$ cat config.mk
export PLATFORM = sky130hd
export DESIGN_NAME = median_window_buf_flat
export DESIGN_NICKNAME = d
export VERILOG_FILES = /design/src/rtl/median_window_buf_if.sv /design/src/rtl/median_window_buf.sv /design/src/flat_wrapper.sv
export SDC_FILE = /design/constraint.sdc
export NUM_CORES = 1
export LEC_CHECK = 0
export CAP_MARGIN = 10
export CORE_MARGIN = 5
export CORE_UTILIZATION = 43
export CTS_BUF_LIST = sky130_fd_sc_hd__clkbuf_4 sky130_fd_sc_hd__clkbuf_8
export DETAILED_ROUTE_END_ITERATION = 12
export PLACE_DENSITY_LB_ADDON = 0.08
export SLEW_MARGIN = 5
export SYNTH_ARGS = -nofsm -noshare
export SYNTH_HDL_FRONTEND = slang
export SYNTH_SLANG_ARGS = --single-unit
$ cat constraint.sdc
create_clock -name clk -period 1.6 [get_ports clk]
set_input_delay 0.32 -clock clk [delete_from_list [all_inputs] [get_ports clk]]
set_output_delay 0.32 -clock clk [all_outputs]
set_load 0.005 [all_outputs]
$ cat src/rtl/median_window_buf_if.sv
// Sample-in / window-out bundle between the sample source, the window buffer and the median sorter.
interface median_window_buf_if #(
    parameter int unsigned DATA_W = 6
);
    logic              in_valid;
    logic [DATA_W-1:0] in_data;
    logic              flush;
    logic              out_valid;
    logic [DATA_W-1:0] out_num0;
    logic [DATA_W-1:0] out_num1;
    logic [DATA_W-1:0] out_num2;
    logic [DATA_W-1:0] out_num3;
    logic [DATA_W-1:0] out_num4;
    logic [2:0]        fill_cnt;

    // Sample source side: drives samples and flush, observes the window.
    modport master (
        output in_valid, in_data, flush,
        input  out_valid, out_num0, out_num1, out_num2, out_num3, out_num4, fill_cnt
    );

    // Window buffer side.
    modport slave (
        input  in_valid, in_data, flush,
        output out_valid, out_num0, out_num1, out_num2, out_num3, out_num4, fill_cnt
    );
endinterface

$ cat src/rtl/median_window_buf.sv
// 5-deep sliding sample window feeding the 5-input median sorter.
// out_num0 is the oldest entry, out_num4 the newest; out_valid strobes once per complete window.
// Optional macro MEDIAN_EDGE_REPLICATE_EN: the first sample after reset/flush fills all five
// entries, so a window is produced for every sample from the first one.
module median_window_buf #(
    parameter int unsigned DATA_W = 6
) (
    input  logic                 clk,
    input  logic                 rst_n,
    median_window_buf_if.slave   bus_io
);

    localparam int unsigned DEPTH = 5;
    localparam int unsigned CNT_W = 3;
    localparam logic [CNT_W-1:0] CNT_FULL = CNT_W'(DEPTH);
    localparam logic [CNT_W-1:0] CNT_LAST = CNT_W'(DEPTH - 1);

`ifdef MEDIAN_EDGE_REPLICATE_EN
    localparam bit REPLICATE = 1'b1;
`else
    localparam bit REPLICATE = 1'b0;
`endif

    typedef enum logic [1:0] {
        ST_IDLE = 2'd0,
        ST_FILL = 2'd1,
        ST_FULL = 2'd2
    } state_e;

    state_e            state_q;
    state_e            state_d;
    logic [DATA_W-1:0] win_q   [DEPTH];
    logic [DATA_W-1:0] win_d   [DEPTH];
    logic [DATA_W-1:0] shift_c [DEPTH];
    logic [CNT_W-1:0]  fill_q;
    logic [CNT_W-1:0]  fill_d;
    logic              valid_q;
    logic              valid_d;

    // State register.
    always_ff @(posedge clk) begin
        if (!rst_n) begin
            state_q <= ST_IDLE;
        end else begin
            state_q <= state_d;
        end
    end

    // Next state: flush restarts the window, possibly with the concurrent sample as its first entry.
    always_comb begin
        state_d = state_q;
        if (bus_io.flush) begin
            if (bus_io.in_valid) begin
                state_d = REPLICATE ? ST_FULL : ST_FILL;
            end else begin
                state_d = ST_IDLE;
            end
        end else if (bus_io.in_valid) begin
            case (state_q)
                ST_IDLE: state_d = REPLICATE ? ST_FULL : ST_FILL;
                ST_FILL: if (fill_q == CNT_LAST) state_d = ST_FULL;
                ST_FULL: state_d = ST_FULL;
                default: state_d = ST_IDLE;
            endcase
        end
    end

    // Window contents after an accepted sample: drop the oldest, append the newest.
    always_comb begin
        for (int i = 0; i < DEPTH - 1; i++) begin
            shift_c[i] = win_q[i + 1];
        end
        shift_c[DEPTH - 1] = bus_io.in_data;
    end

    // Next window, fill count and strobe.
    always_comb begin
        win_d   = win_q;
        fill_d  = fill_q;
        valid_d = 1'b0;
        if (bus_io.flush) begin
            for (int i = 0; i < DEPTH; i++) begin
                win_d[i] = '0;
            end
            fill_d = '0;
            if (bus_io.in_valid) begin
                if (REPLICATE) begin
                    for (int i = 0; i < DEPTH; i++) begin
                        win_d[i] = bus_io.in_data;
                    end
                    fill_d  = CNT_FULL;
                    valid_d = 1'b1;
                end else begin
                    win_d[DEPTH - 1] = bus_io.in_data;
                    fill_d           = CNT_W'(1);
                end
            end
        end else if (bus_io.in_valid) begin
            case (state_q)
                ST_IDLE: begin
                    if (REPLICATE) begin
                        for (int i = 0; i < DEPTH; i++) begin
                            win_d[i] = bus_io.in_data;
                        end
                        fill_d  = CNT_FULL;
                        valid_d = 1'b1;
                    end else begin
                        win_d  = shift_c;
                        fill_d = CNT_W'(1);
                    end
                end
                ST_FILL: begin
                    win_d   = shift_c;
                    fill_d  = fill_q + CNT_W'(1);
                    valid_d = (fill_q == CNT_LAST);
                end
                ST_FULL: begin
                    win_d   = shift_c;
                    fill_d  = CNT_FULL;
                    valid_d = 1'b1;
                end
                default: begin
                    win_d = win_q;
                end
            endcase
        end
    end

    // Window, count and strobe registers.
    always_ff @(posedge clk) begin
        if (!rst_n) begin
            for (int i = 0; i < DEPTH; i++) begin
                win_q[i] <= '0;
            end
            fill_q  <= '0;
            valid_q <= 1'b0;
        end else begin
            win_q   <= win_d;
            fill_q  <= fill_d;
            valid_q <= valid_d;
        end
    end

    assign bus_io.out_num0  = win_q[0];
    assign bus_io.out_num1  = win_q[1];
    assign bus_io.out_num2  = win_q[2];
    assign bus_io.out_num3  = win_q[3];
    assign bus_io.out_num4  = win_q[4];
    assign bus_io.fill_cnt  = fill_q;
    assign bus_io.out_valid = valid_q;

endmodule

$ cat src/flat_wrapper.sv
// flat-port wrapper written by rule: the top's interface ports become plain ports
module median_window_buf_flat 
#(
    parameter int unsigned DATA_W = 6
)
  (clk, rst_n, bus_io_in_valid, bus_io_in_data, bus_io_flush, bus_io_out_valid, bus_io_out_num0, bus_io_out_num1, bus_io_out_num2, bus_io_out_num3, bus_io_out_num4, bus_io_fill_cnt);
  median_window_buf_if #(.DATA_W(DATA_W)) bus_io_i ();
  input  logic clk;
  input  logic rst_n;
  input wire logic [$bits(bus_io_i.in_valid)-1:0] bus_io_in_valid;
  input wire logic [$bits(bus_io_i.in_data)-1:0] bus_io_in_data;
  input wire logic [$bits(bus_io_i.flush)-1:0] bus_io_flush;
  output wire logic [$bits(bus_io_i.out_valid)-1:0] bus_io_out_valid;
  output wire logic [$bits(bus_io_i.out_num0)-1:0] bus_io_out_num0;
  output wire logic [$bits(bus_io_i.out_num1)-1:0] bus_io_out_num1;
  output wire logic [$bits(bus_io_i.out_num2)-1:0] bus_io_out_num2;
  output wire logic [$bits(bus_io_i.out_num3)-1:0] bus_io_out_num3;
  output wire logic [$bits(bus_io_i.out_num4)-1:0] bus_io_out_num4;
  output wire logic [$bits(bus_io_i.fill_cnt)-1:0] bus_io_fill_cnt;
  assign bus_io_i.in_valid = bus_io_in_valid;
  assign bus_io_i.in_data = bus_io_in_data;
  assign bus_io_i.flush = bus_io_flush;
  assign bus_io_out_valid = bus_io_i.out_valid;
  assign bus_io_out_num0 = bus_io_i.out_num0;
  assign bus_io_out_num1 = bus_io_i.out_num1;
  assign bus_io_out_num2 = bus_io_i.out_num2;
  assign bus_io_out_num3 = bus_io_i.out_num3;
  assign bus_io_out_num4 = bus_io_i.out_num4;
  assign bus_io_fill_cnt = bus_io_i.fill_cnt;
  median_window_buf #(.DATA_W(DATA_W)) u_core (.clk(clk), .rst_n(rst_n), .bus_io(bus_io_i));
endmodule
== Yosys cells after proc, flatten, opt, wreduce, memory -nomap -nowiden ==
Cells that the tools add are included.

* Memories: 0
* Output and inout port bits: 34
* Logic and storage cells: 40
* Memory bits (writable): 0
* Input port bits: 10
* Latch bits: 0
* Memory bits (read-only): 0
* Bits in registers: 36

* Multiplexer cells: 14
* Multipliers: 0
* Shifts and indexed selects: 0
* $add $sub $neg: 1
* Div/mod/pow operators: 0
* Equality and inequality tests: 4
* Bitwise operators: 2
* Order comparisons: 0
* Reductions and logical operators: 11

{| class="wikitable"
|+ Operator list
! cell !! count
|-
| $mux W6 || 4
|-
| $pmux W3 S3 || 1
|-
| $reduce_and A2 Y1 || 4
|-
| $mux W2 || 3
|-
| $mux W3 || 2
|-
| $pmux W2 S3 || 1
|-
| $reduce_or A3 Y1 || 2
|-
| $reduce_bool A2 Y1 || 2
|-
| $reduce_bool A4 Y1 || 1
|-
| $add A3 B1 Y3 const B || 1
|-
| $eq A3 B3 Y1 const B || 1
|-
| $ne A3 B2 Y1 const B || 1
|-
| $eq A2 B1 Y1 const B || 1
|-
| $eq A2 B2 Y1 const B || 1
|-
| $logic_not A2 Y1 || 1
|-
| $mux W1 || 2
|-
| $not A1 Y1 || 2
|-
| $pmux W1 S2 || 1
|-
| $reduce_or A2 Y1 || 1
|}

== Depth between registers and ports, before layout ==
* Word-level depth: 5
* Mapped depth: 6
* Gate-level depth less buffers: 5

== Worst setup path before layout ==
No wires, ideal clock.

* Path type: register to register
* Start: register u_core.state_q[0]
* End: register u_core.fill_q[0] (netlist: u_core.bus_io.fill_cnt[0])
* Setup time: 0.132 ns
* Data arrival time: 1.141 ns
* Slack: 0.327 ns
* Stages on the path, launching flop included: 5
* Clock period less this slack: 1.273 ns
* Data required time: 1.468 ns
* Buffers on the path: 0
* Cell sequence: dfxtp_1 > inv_1 > ha_1 > o311ai_0 > o21ai_0

* Cells in the longest elaborated chain, start to end: 4
* Elaborated cells between the ends (all ways): 8
* Classes of those cells: eq/ne: 2; mux: 3; reduce/logical: 3

{| class="wikitable"
|+ Ends and longest elaborated chain
! what !! line !! text
|-
| start: declaration || median_window_buf.sv:30 || <nowiki>state_e state_q;</nowiki>
|-
| start signal: assignment || median_window_buf.sv:45 || <nowiki>state_q <= state_d;</nowiki>
|-
| $eq A2 B2 Y1, or another cell as far along || median_window_buf.sv:99 || <nowiki>case (state_q)</nowiki>
|-
| $pmux W3 S3 || median_window_buf.sv:99 ||
|-
| $mux W3 || median_window_buf.sv:98 || <nowiki>end else if (bus_io.in_valid) begin</nowiki>
|-
| $mux W3 || median_window_buf.sv:81 || <nowiki>if (bus_io.flush) begin</nowiki>
|-
| end signal: assignment || median_window_buf.sv:139 || <nowiki>fill_q <= fill_d;</nowiki>
|-
| end: declaration || median_window_buf.sv:35 || <nowiki>logic [CNT_W-1:0] fill_q;</nowiki>
|}

Parallel ways exist; a longest one is shown, timed or not. The select of a mux whose other input is x is not followed.
A chain may end at the register's enable or synchronous reset.

== Final worst setup path ==
* Start: register u_core.win_q, in the netlist u_core.bus_io.out_num4[5]
* End: output bus_io_out_num4[5]

{| class="wikitable"
|+ RTL lines
! what !! line !! text
|-
| start: declaration || median_window_buf.sv:32 || <nowiki>logic [DATA_W-1:0] win_q [DEPTH];</nowiki>
|-
| start signal: assignment || median_window_buf.sv:138 || <nowiki>win_q <= win_d;</nowiki>
|-
| end: declaration || flat_wrapper.sv:18 || <nowiki>output wire logic [$bits(bus_io_i.out_num4)-1:0] bus_io_out_num4;</nowiki>
|}

No word-level cell between the ends.

==> flow_metrics.py <==
metrics = {
    "setup_path": {
        "cp.arrival_ps": 1230,
        "critPathTopFamily": "buffers and inverters",
        "worst-path-buf-inv": 1,
        "start_kind": "flip-flop",
        "r2r_slack_ps": 150,
        "crit_fanout": 3,
        "reg2reg_to": "u_core.bus_io.fill_cnt[0]",
        "rr_worst_depth": 4,
        "cp.required_ps": 1280,
        "critPathKind": "flip-flop to output pin",
        "timing.rr.start": "u_core.state_q[0]",
        "crit_chain": "clkdlybuf4s50_1",
        "cp-startpoint": "u_core.bus_io.out_num4[5]",
        "cp-end-kind": "output pin",
        "crit_path_max_incr_delay_ps": 520,
        "slowest_stage": "clkdlybuf4s50_1",
    },
    "clock_network": {
        "cts_buffers": 5,
        "worst_skew_pair.late_latency_ps": 330,
        "cts_root_buf": "clkbuf_4",
        "htreeDepth": 2,
        "cts.sinks": 36,
        "clockBufferDepth": 2,
        "cts.clk_slew.worst_paths_ps": 110,
        "cts_tree": "built",
    },
    "flow_run": {
        "cap_violations": 0,
    },
    "sta": {
        "max_freq_mhz": 647,
        "finalCritPeriodShare_pct": 96.6,
        "relSlewSlack_pct": 77.2,
        "tightest_slew_ps": 338,
        "setup_violations": 0,
        "rsz0062_at_grt": "true",
        "layout_setup_ws_ps": 54.1,
        "hold_viol": 0,
        "clock_skew_ps": 6.40,
        "min_period_ps": 1550,
        "drv_slew": 0,
        "finalSetupTns_ps": 0,
    },
    "final_layout": {
        "nets": 243,
        "n_fill_cell": 297,
        "fin_util_pct": 63.7,
        "instances_no_fill": 274,
        "final_cell_mix": "52 x nand2_1, 43 x clkdlybuf4s50_1, 27 x a21oi_1",
        "drive_gt1_share_pct": 14.0,
        "final_common_cell": "nand2_1",
        "diodes": 0,
        "synthToLayoutAreaGrowth_pct": 43.8,
    },
    "synth": {
        "synth_cell_types": 24,
        "synth_area_leaders": "dfxtp_1 49%, nand2_1 13%, a21oi_1 9.1%, ha_1 5.1%, nand3_1 3.4%",
        "yosys_most_used_dff": "dfxtp_1",
        "synthArstFlopShare_pct": 0,
        "synth-edff-count": 0,
        "yosys_warnings": 0,
        "syn-cell-area_mm2": 0.00148,
        "ys_ff_latch": 36,
        "ys_seq_area_share_pct": 48.8,
        "synth_top_area_share_pct": 48.8,
        "synth_area_per_cell_um2": 8.26,
        "synth_top_cell_by_area": "dfxtp_1",
        "postSynthCellCount": 179,
        "syn_nets": 195,
    },
    "die": {
        "die_area_mm2": 0.00471,
        "die_h_um": 68.6,
        "start_util_pct": 44.3,
        "rows": 21,
        "ioPinCount": 44,
        "dieWidth_um": 68.6,
        "core_mm2": 0.00334,
    },
    "power": {
        "p_total_mw": 2.06,
        "leakage_nw": 0.721,
        "p_per_area_mw_per_mm2": 968,
        "vdd_drop_max_uv": 513,
    },
    "drt": {
        "routed_wl_um": 3510,
        "drc": 0,
        "via_per_inst": 5.04,
        "antenna_left": 0,
        "avgRoutedWirePerCell_um": 12.8,
        "first_pass_iters": 4,
        "drtIter0Drc": 64,
        "vias": 1382,
    },
    "placement": {
        "dp_slack_ps": -0.321,
        "gp_congestion": 0.864,
        "dp.cells": 266,
        "detailed_place_hpwl_um": 2630,
        "port_buffers": 43,
    },
    "global_routing": {
        "overflow": 0,
        "grt_max_degree": 26,
        "grt_util_all_layers_pct": 15.6,
        "grt_pass1_vias": 1302,
        "grt_pass1_wl_um": 5570,
        "antenna_found_initial": 0,
    },
    "min_path": {
        "worstHoldPathCells": 2,
        "hold_path.class": "flip-flop to flip-flop",
        "min_to": "u_core.bus_io.out_num0[1]",
        "hold_start": "u_core.bus_io.out_num0[1]",
    },
    "outcome": {
        "status": "complete, no violations",
    },
}
==> cells in the mapped netlist, drive strengths merged (2+ instances only) <==
cell type	number
nand2	52
buf	10
nor2b	2
o211ai	6
nand3	10
ha	6
o21ai	5
nand2b	2
a21boi	6
dfxtp	36
a21oi	27
inv	7
o22ai	2
==> worst max path at each step <==
stage               slack (ps)                         to  depth (start not counted)
floorplan                  330  u_core.bus_io.fill_cnt[0]                          4
global route               -20  u_core.bus_io.fill_cnt[0]                          5
global placement            90  u_core.bus_io.out_num2[0]                          5
CTS                          5         bus_io_out_num4[3]                          1
finish                      50         bus_io_out_num4[5]                          1
detailed placement        -0.3          u_core.state_q[1]                          4
==> cell families after synthesis <==
family / Yosys count / synth area share, %
AO/OA/AOI/OAI: 50 / 20.2
AND/OR/NAND/NOR: 68 / 19.0
XOR/XNOR: 1 / 0.593
adder cells (fa/ha/maj): 6 / 5.08
buffers and inverters: 18 / 6.43
flip-flops: 36 / 48.8
==> metal layers <==
layer / GRT usage (%) / up-vias / share of wire, % / wire length, um
met5: 0 / - / 0 / 0
met4: 5.96 / 0 / 1.6 / 55
met3: 4.54 / 7 / 5.5 / 194
met2: 26.6 / 42 / 50 / 1760
met1: 18.5 / 634 / 43 / 1500
li1: - / 699 / - / -
==> stage by stage <==
step | instance area, um^2 | hold WS [ps]
after floorplan | 1480 | 453
after global placement | 1980 | 446
after detailed placement | 1980 | 453
after CTS | 2110 | 469
after global routing | 2120 | 493
final | 2120 | 463
==> registers in the layout, indices dropped and copies added, names as in the netlist <==
register	flops
u_core.bus_io.out_num2	6
u_core.state_q	2
u_core.bus_io.out_num1	6
u_core.bus_io.fill_cnt	3
u_core.bus_io.out_num3	6
u_core.bus_io.out_valid	1
u_core.bus_io.out_num0	6
u_core.bus_io.out_num4	6
==> repair_timing <==
action | CTS | global route
buffers inserted | 0 | 0
endpoints found under the setup margin | 1 | 15
hold buffers | 0 | 0
gates resized for setup | 1 | 15
pin swaps | 0 | 0
==> power by group <==
| group | internal [mW] | switching [mW] |
|---|---|---|
| Clock | 0.644 | 0.303 |
| Sequential | 0.913 | 0.0151 |
| Combinational | 0.0875 | 0.0929 |
| Total | 1.64 | 0.411 |
==> final cells by class <==
type	count	area, um^2	share of cell area (%)
Sequential cell	36	737	34.7
Clock buffer	5	37.5	1.77
Inverter	7	26.3	1.24
Clock inverter	3	90.1	4.24
Timing Repair Buffer	52	510	24.0
Multi-Input combinational cell	125	666	31.3
Tap cell	46	57.6	2.71
Power figures use the tool's default switching activity.
==> variant 1 (same flow settings) <==
Make the reset (`rst_n`) asynchronous in 2 clocked blocks.
--- a/src/rtl/median_window_buf.sv
+++ b/src/rtl/median_window_buf.sv
@@ -39,5 +39,5 @@
 
     // State register.
-    always_ff @(posedge clk) begin
+    always_ff @(posedge clk or negedge rst_n) begin
         if (!rst_n) begin
             state_q <= ST_IDLE;
@@ -128,5 +128,5 @@
 
     // Window, count and strobe registers.
-    always_ff @(posedge clk) begin
+    always_ff @(posedge clk or negedge rst_n) begin
         if (!rst_n) begin
             for (int i = 0; i < DEPTH; i++) begin
Check against the original RTL: differs if rst_n is asserted again (counterexample within 4 cycles, from zero or initial values and one cycle with rst_n low); with rst_n held inactive, the same outputs for 10 cycles.
==> variant 1 against the unedited design <==
Design area increased by 13%. Worst setup slack better by 0.035 ns. Routed wire length is 0.48% higher. Final cell count shrank 15%. Synthesized area increased by 19%. First-iteration DRC count decreased by 1.6%. Sequential cell count unchanged. Critical endpoint is now bus_io_out_num2[4]. Largest cell class unchanged.
Power is not compared: it rests on default switching activity, and its combinational part moved more than twofold at a synthesized area within 25%.
==> variant 1: results (changes against the unedited design) <==
Drt
The DRC marker count from the first detailed-route iteration is 63 (-1.6%). The average routed wire per standard cell is 15.1 µm (+18%). The sum of met3 wire segment lengths after detailed routing is 232 µm (+20%). The met2 routed wirelength came to 1580 µm (-11%).

Status
The run finished with clean final reports.

GRT
The met1 routing resource usage after global routing is 18.7% (+0.20 points). The met2 track utilization from global routing is 22.3% (-4.2 points). The overall track demand over capacity in global routing is 14.4% (-1.3 points). The largest net degree at the start of global routing is 37 (+42%). The met3 capacity usage during global routing is 3.83% (-0.71 points). The via count of the first global-routing pass is 1,287 (-1.2%).

Critical path
The setup slack of the most critical reg-to-reg path came to 0.11 ns (-0.04 ns). The startpoint of the worst register-to-register path is u_core.state_q[1]. The arrival time of the worst setup path was 1.19 ns (-0.04 ns).

Logic synthesis
The count of mapped cells out of synthesis is 131 (-27%). The count of unique library cells instantiated by Yosys is 26 (+8.3%). The total nets after synthesis is 147 (-25%). By area the synthesized netlist is led by sky130_fd_sc_hd__dfrtp_1, sky130_fd_sc_hd__mux2_4, sky130_fd_sc_hd__nor2b_1.

The proportion of synthesized flip-flops having asynchronous set or reset is 100% (+100 points). Sorting the synthesized cells by how often they occur yields sky130_fd_sc_hd__dfrtp_1, sky130_fd_sc_hd__nor2b_1, sky130_fd_sc_hd__mux2_4. The fraction of the yosys area taken by sequential cells is 51.4% (+2.6 points).

Layout
The number of fill cells is 325 (+9.4%). The number of non-filler instances in the completed layout is 234 (-15%). The proportion of layout cells with a drive suffix above 1 is 23.4% (+9.3 points).

Placed design
The weighted congestion reported at the end of routability-driven placement is 0.778 (-9.9%). The half-perimeter wire length after detailed placement is 2550 µm (-3.2%). The area after detailed placement is 0.00229 mm² (+16%).

Timing
The slew of the pin with the lowest slew margin is 0.236 ns (-0.102 ns). The worst setup skew after layout is 0.00782 ns (+0.00142 ns).

Hold path
The worst hold path terminates at u_core.bus_io.out_num0[2]. The number of cells on the worst hold path was 1 (-1). The startpoint of the tightest hold check path is u_core.bus_io.out_num0[2].

CTS
The root buffer selected by CTS is sky130_fd_sc_hd__clkbuf_8. The clock insertion delay at the later pin of the skew report is 0.28 ns (-0.05 ns).
-- variant 1: changes by cell type after synthesis, sizes merged, moves of 2 or more --
| cell | change |
|---|---|
| a21boi | -6 |
| dfxtp | -36 |
| o211ai | -6 |
| mux2 | +24 |
| nand2b | -2 |
| nand3 | -9 |
| nor2b | +23 |
| nand2 | -51 |
| buf | -6 |
| dfrtp | +36 |
| a22o | +6 |
| o21ai | -3 |
| a21oi | -23 |
-- variant 1: logic make-up (layout without fill, tap and decap cells) --
| kind of cell | count (synthesis) | after routing | synth area share (%) |
|---|---|---|---|
| buffers and inverters | 12 | 65 | 3.92 |
| adder cells (fa/ha/maj) | 6 | 6 | 4.28 |
| flip-flops | 36 | 36 | 51.4 |
| AND/OR/NAND/NOR | 32 | 32 | 11.0 |
| AO/OA/AOI/OAI | 19 | 19 | 7.85 |
| multiplexers | 25 | 25 | 21.1 |
| XOR/XNOR | 1 | 1 | 0.499 |
-- variant 1: power groups by stage --
| stage | logic (mW) | clock network [mW] | registers, mW |
|---|---|---|---|
| after global placement | 0.576 | 0 | 1.08 |
| after global routing | 0.680 | 0.668 | 1.08 |
| after floorplan | 0.317 | 0 | 1.07 |
| after detailed placement | 0.591 | 0 | 1.08 |
| final | 0.624 | 0.608 | 1.06 |
| after CTS | 0.601 | 0.633 | 1.07 |
-- variant 1: timing repair --
item                                    4_1_cts  5_1_grt
setup buffers                                 0        1
resized for setup                             1        2
hold buffers                                  1        0
endpoints found under the setup margin        1        3
hold endpoints to repair                     20        0
-- variant 1: cell type report --
class,count,area [µm²],area share (%)
flip-flops and latches,36,901,37.4
multi-input cells,83,806,33.5
well taps,50,62.6,2.60
inverters,6,22.5,0.936
repair buffers,52,533,22.2
clock inverters,1,5.00,0.208
clock buffers,6,76.3,3.17
==> variant 2 (same settings) <==
Made on the original files. `DATA_W` is set to 6 in 3 places; all go to 3.
--- a/src/rtl/median_window_buf_if.sv
+++ b/src/rtl/median_window_buf_if.sv
@@ -1,5 +1,5 @@
 // Sample-in / window-out bundle between the sample source, the window buffer and the median sorter.
 interface median_window_buf_if #(
-    parameter int unsigned DATA_W = 6
+    parameter int unsigned DATA_W = 3
 );
     logic              in_valid;
--- a/src/rtl/median_window_buf.sv
+++ b/src/rtl/median_window_buf.sv
@@ -4,5 +4,5 @@
 // entries, so a window is produced for every sample from the first one.
 module median_window_buf #(
-    parameter int unsigned DATA_W = 6
+    parameter int unsigned DATA_W = 3
 ) (
     input  logic                 clk,
--- a/src/flat_wrapper.sv
+++ b/src/flat_wrapper.sv
@@ -2,5 +2,5 @@
 module median_window_buf_flat 
 #(
-    parameter int unsigned DATA_W = 6
+    parameter int unsigned DATA_W = 3
 )
   (clk, rst_n, bus_io_in_valid, bus_io_in_data, bus_io_flush, bus_io_out_valid, bus_io_out_num0, bus_io_out_num1, bus_io_out_num2, bus_io_out_num3, bus_io_out_num4, bus_io_fill_cnt);
Interface: changed (6 resized); port bits go from 44 to 26. The function was not compared with the original's and may differ.
==> variant 2 against the unedited design <==
Total power decreased by 55%. Via count decreased by 40%. Design area decreased by 39%. Worst setup slack improved by 0.029 ns. Routed wire length decreased by 42%. Non-clock buffer count decreased by 22. Sequential cell count decreased by 15. Synthesized area decreased by 33%.
==> variant 2: results (changes against the unedited design) <==
Placed design
The placement-stage worst setup slack was 0.0314 ns (+0.0317 ns). The half-perimeter wire length after detailed placement is 1600 µm (-39%). The post-placement cell count was 165 (-38%).

The weighted congestion reported at the end of routability-driven placement was 0.853 (-1.3%). The area after detailed placement is 0.00127 mm² (-36%). The total of buffers placed on input and output ports is 25 (-42%).

Power and ir drop
The largest voltage drop on the vdd net is 506 µV (-1.4%). The static leakage was 0.444 nW (-38%).

Critical path
On the critical path, the stage with the largest delay is an instance of sky130_fd_sc_hd__clkdlybuf4s50_1. The arrival time of the worst setup path is 1.20 ns (-0.03 ns).

Logic synthesis
The xor/xnor share of the synthesized area came to 0.886% (+0.29 points). Sorting the synthesized cells by how often they occur yields sky130_fd_sc_hd__nand2_1, sky130_fd_sc_hd__dfxtp_1, sky130_fd_sc_hd__a21oi_1, sky130_fd_sc_hd__ha_1, sky130_fd_sc_hd__inv_1. The biggest area contributor in the post-synthesis netlist is sky130_fd_sc_hd__dfxtp_1.

The fraction of the yosys area taken by sequential cells is 42.5% (-6.2 points). The total nets after synthesis was 126 (-35%). After synthesis, the cell types taking the most area are sky130_fd_sc_hd__dfxtp_1, sky130_fd_sc_hd__nand2_1, sky130_fd_sc_hd__a21oi_1. The compound-gate portion of the synthesized area is 21.4% (+1.2 points).

GRT
The via count of the first global-routing pass is 774 (-41%). The wire length of the first global-routing pass came to 3310 µm (-41%). The largest net degree at the start of global routing is 16 (-38%).

Timing
The worst setup skew after layout was 0.00236 ns (-0.00404 ns). The slew of the pin with the lowest slew margin is 0.304 ns (-0.0340 ns).

CTS
The post-cts repair resize count is 0 (-1). The clock insertion delay at the later pin of the skew report was 0.30 ns (-0.03 ns). The number of levels in the clock H-tree is 1 (-1).

The number of clock buffers inserted by TritonCTS is 3 (-2).

Drt
The DRC marker count from the first detailed-route iteration is 12 (-81%). The via count is 835 (-40%). The total length of routed wires is 2050 µm (-42%).

Layout
The proportion of layout cells with a drive suffix above 1 is 11.3% (-2.7 points).

Status
The flow ran to the end, and the final reports show no timing, DRC or antenna violations.
[variant 2: cell types whose count changed after synthesis, moves of 2 or more]
cell,before,now
sky130_fd_sc_hd__o211ai_1,6,3
sky130_fd_sc_hd__nand3b_1,0,4
sky130_fd_sc_hd__nand2_1,52,27
sky130_fd_sc_hd__buf_2,7,1
sky130_fd_sc_hd__a21boi_0,6,3
sky130_fd_sc_hd__nor2b_1,2,0
sky130_fd_sc_hd__and2b_2,0,2
sky130_fd_sc_hd__dfxtp_1,36,21
sky130_fd_sc_hd__a21oi_1,27,15
sky130_fd_sc_hd__nand3_1,10,3
sky130_fd_sc_hd__buf_4,1,3
[variant 2: path summary, 6_finish.rpt]
check / from / endpoint / slack, ns / depth (start not counted)
setup / recovery: u_core.bus_io.out_num4[2] / bus_io_out_num4[2] / 0.08 / 1
hold / removal: u_core.bus_io.out_num0[1] / u_core.bus_io.out_num0[1] / 0.46 / 2
setup reg to reg: u_core.state_q[0] / u_core.bus_io.fill_cnt[0] / 0.16 / 4
hold reg to reg: u_core.bus_io.out_num0[1] / u_core.bus_io.out_num0[1] / 0.46 / 2
[variant 2: final cells by class]
class,instances,area (µm²)
fillers,225,907
multi-input cells,80,495
flip-flops and latches,21,424
repair buffers,30,300
well taps,28,35.0
clock buffers,3,22.5
inverters,6,22.5
clock inverters,1,5.00
[variant 2: routing by layer]
metal / track usage (%) / part of all wire (%)
met2: 22.4 / 51
met5: 0 / 0
met3: 2.90 / 3.8
met1: 13.7 / 43
met4: 6.29 / 1.7
[variant 2: power breakdown]
group          internal (mW)  total [mW]  switching (mW)
Combinational         0.0654       0.134          0.0682
Sequential             0.534       0.544         0.00988
Clock                 0.0931       0.252           0.159
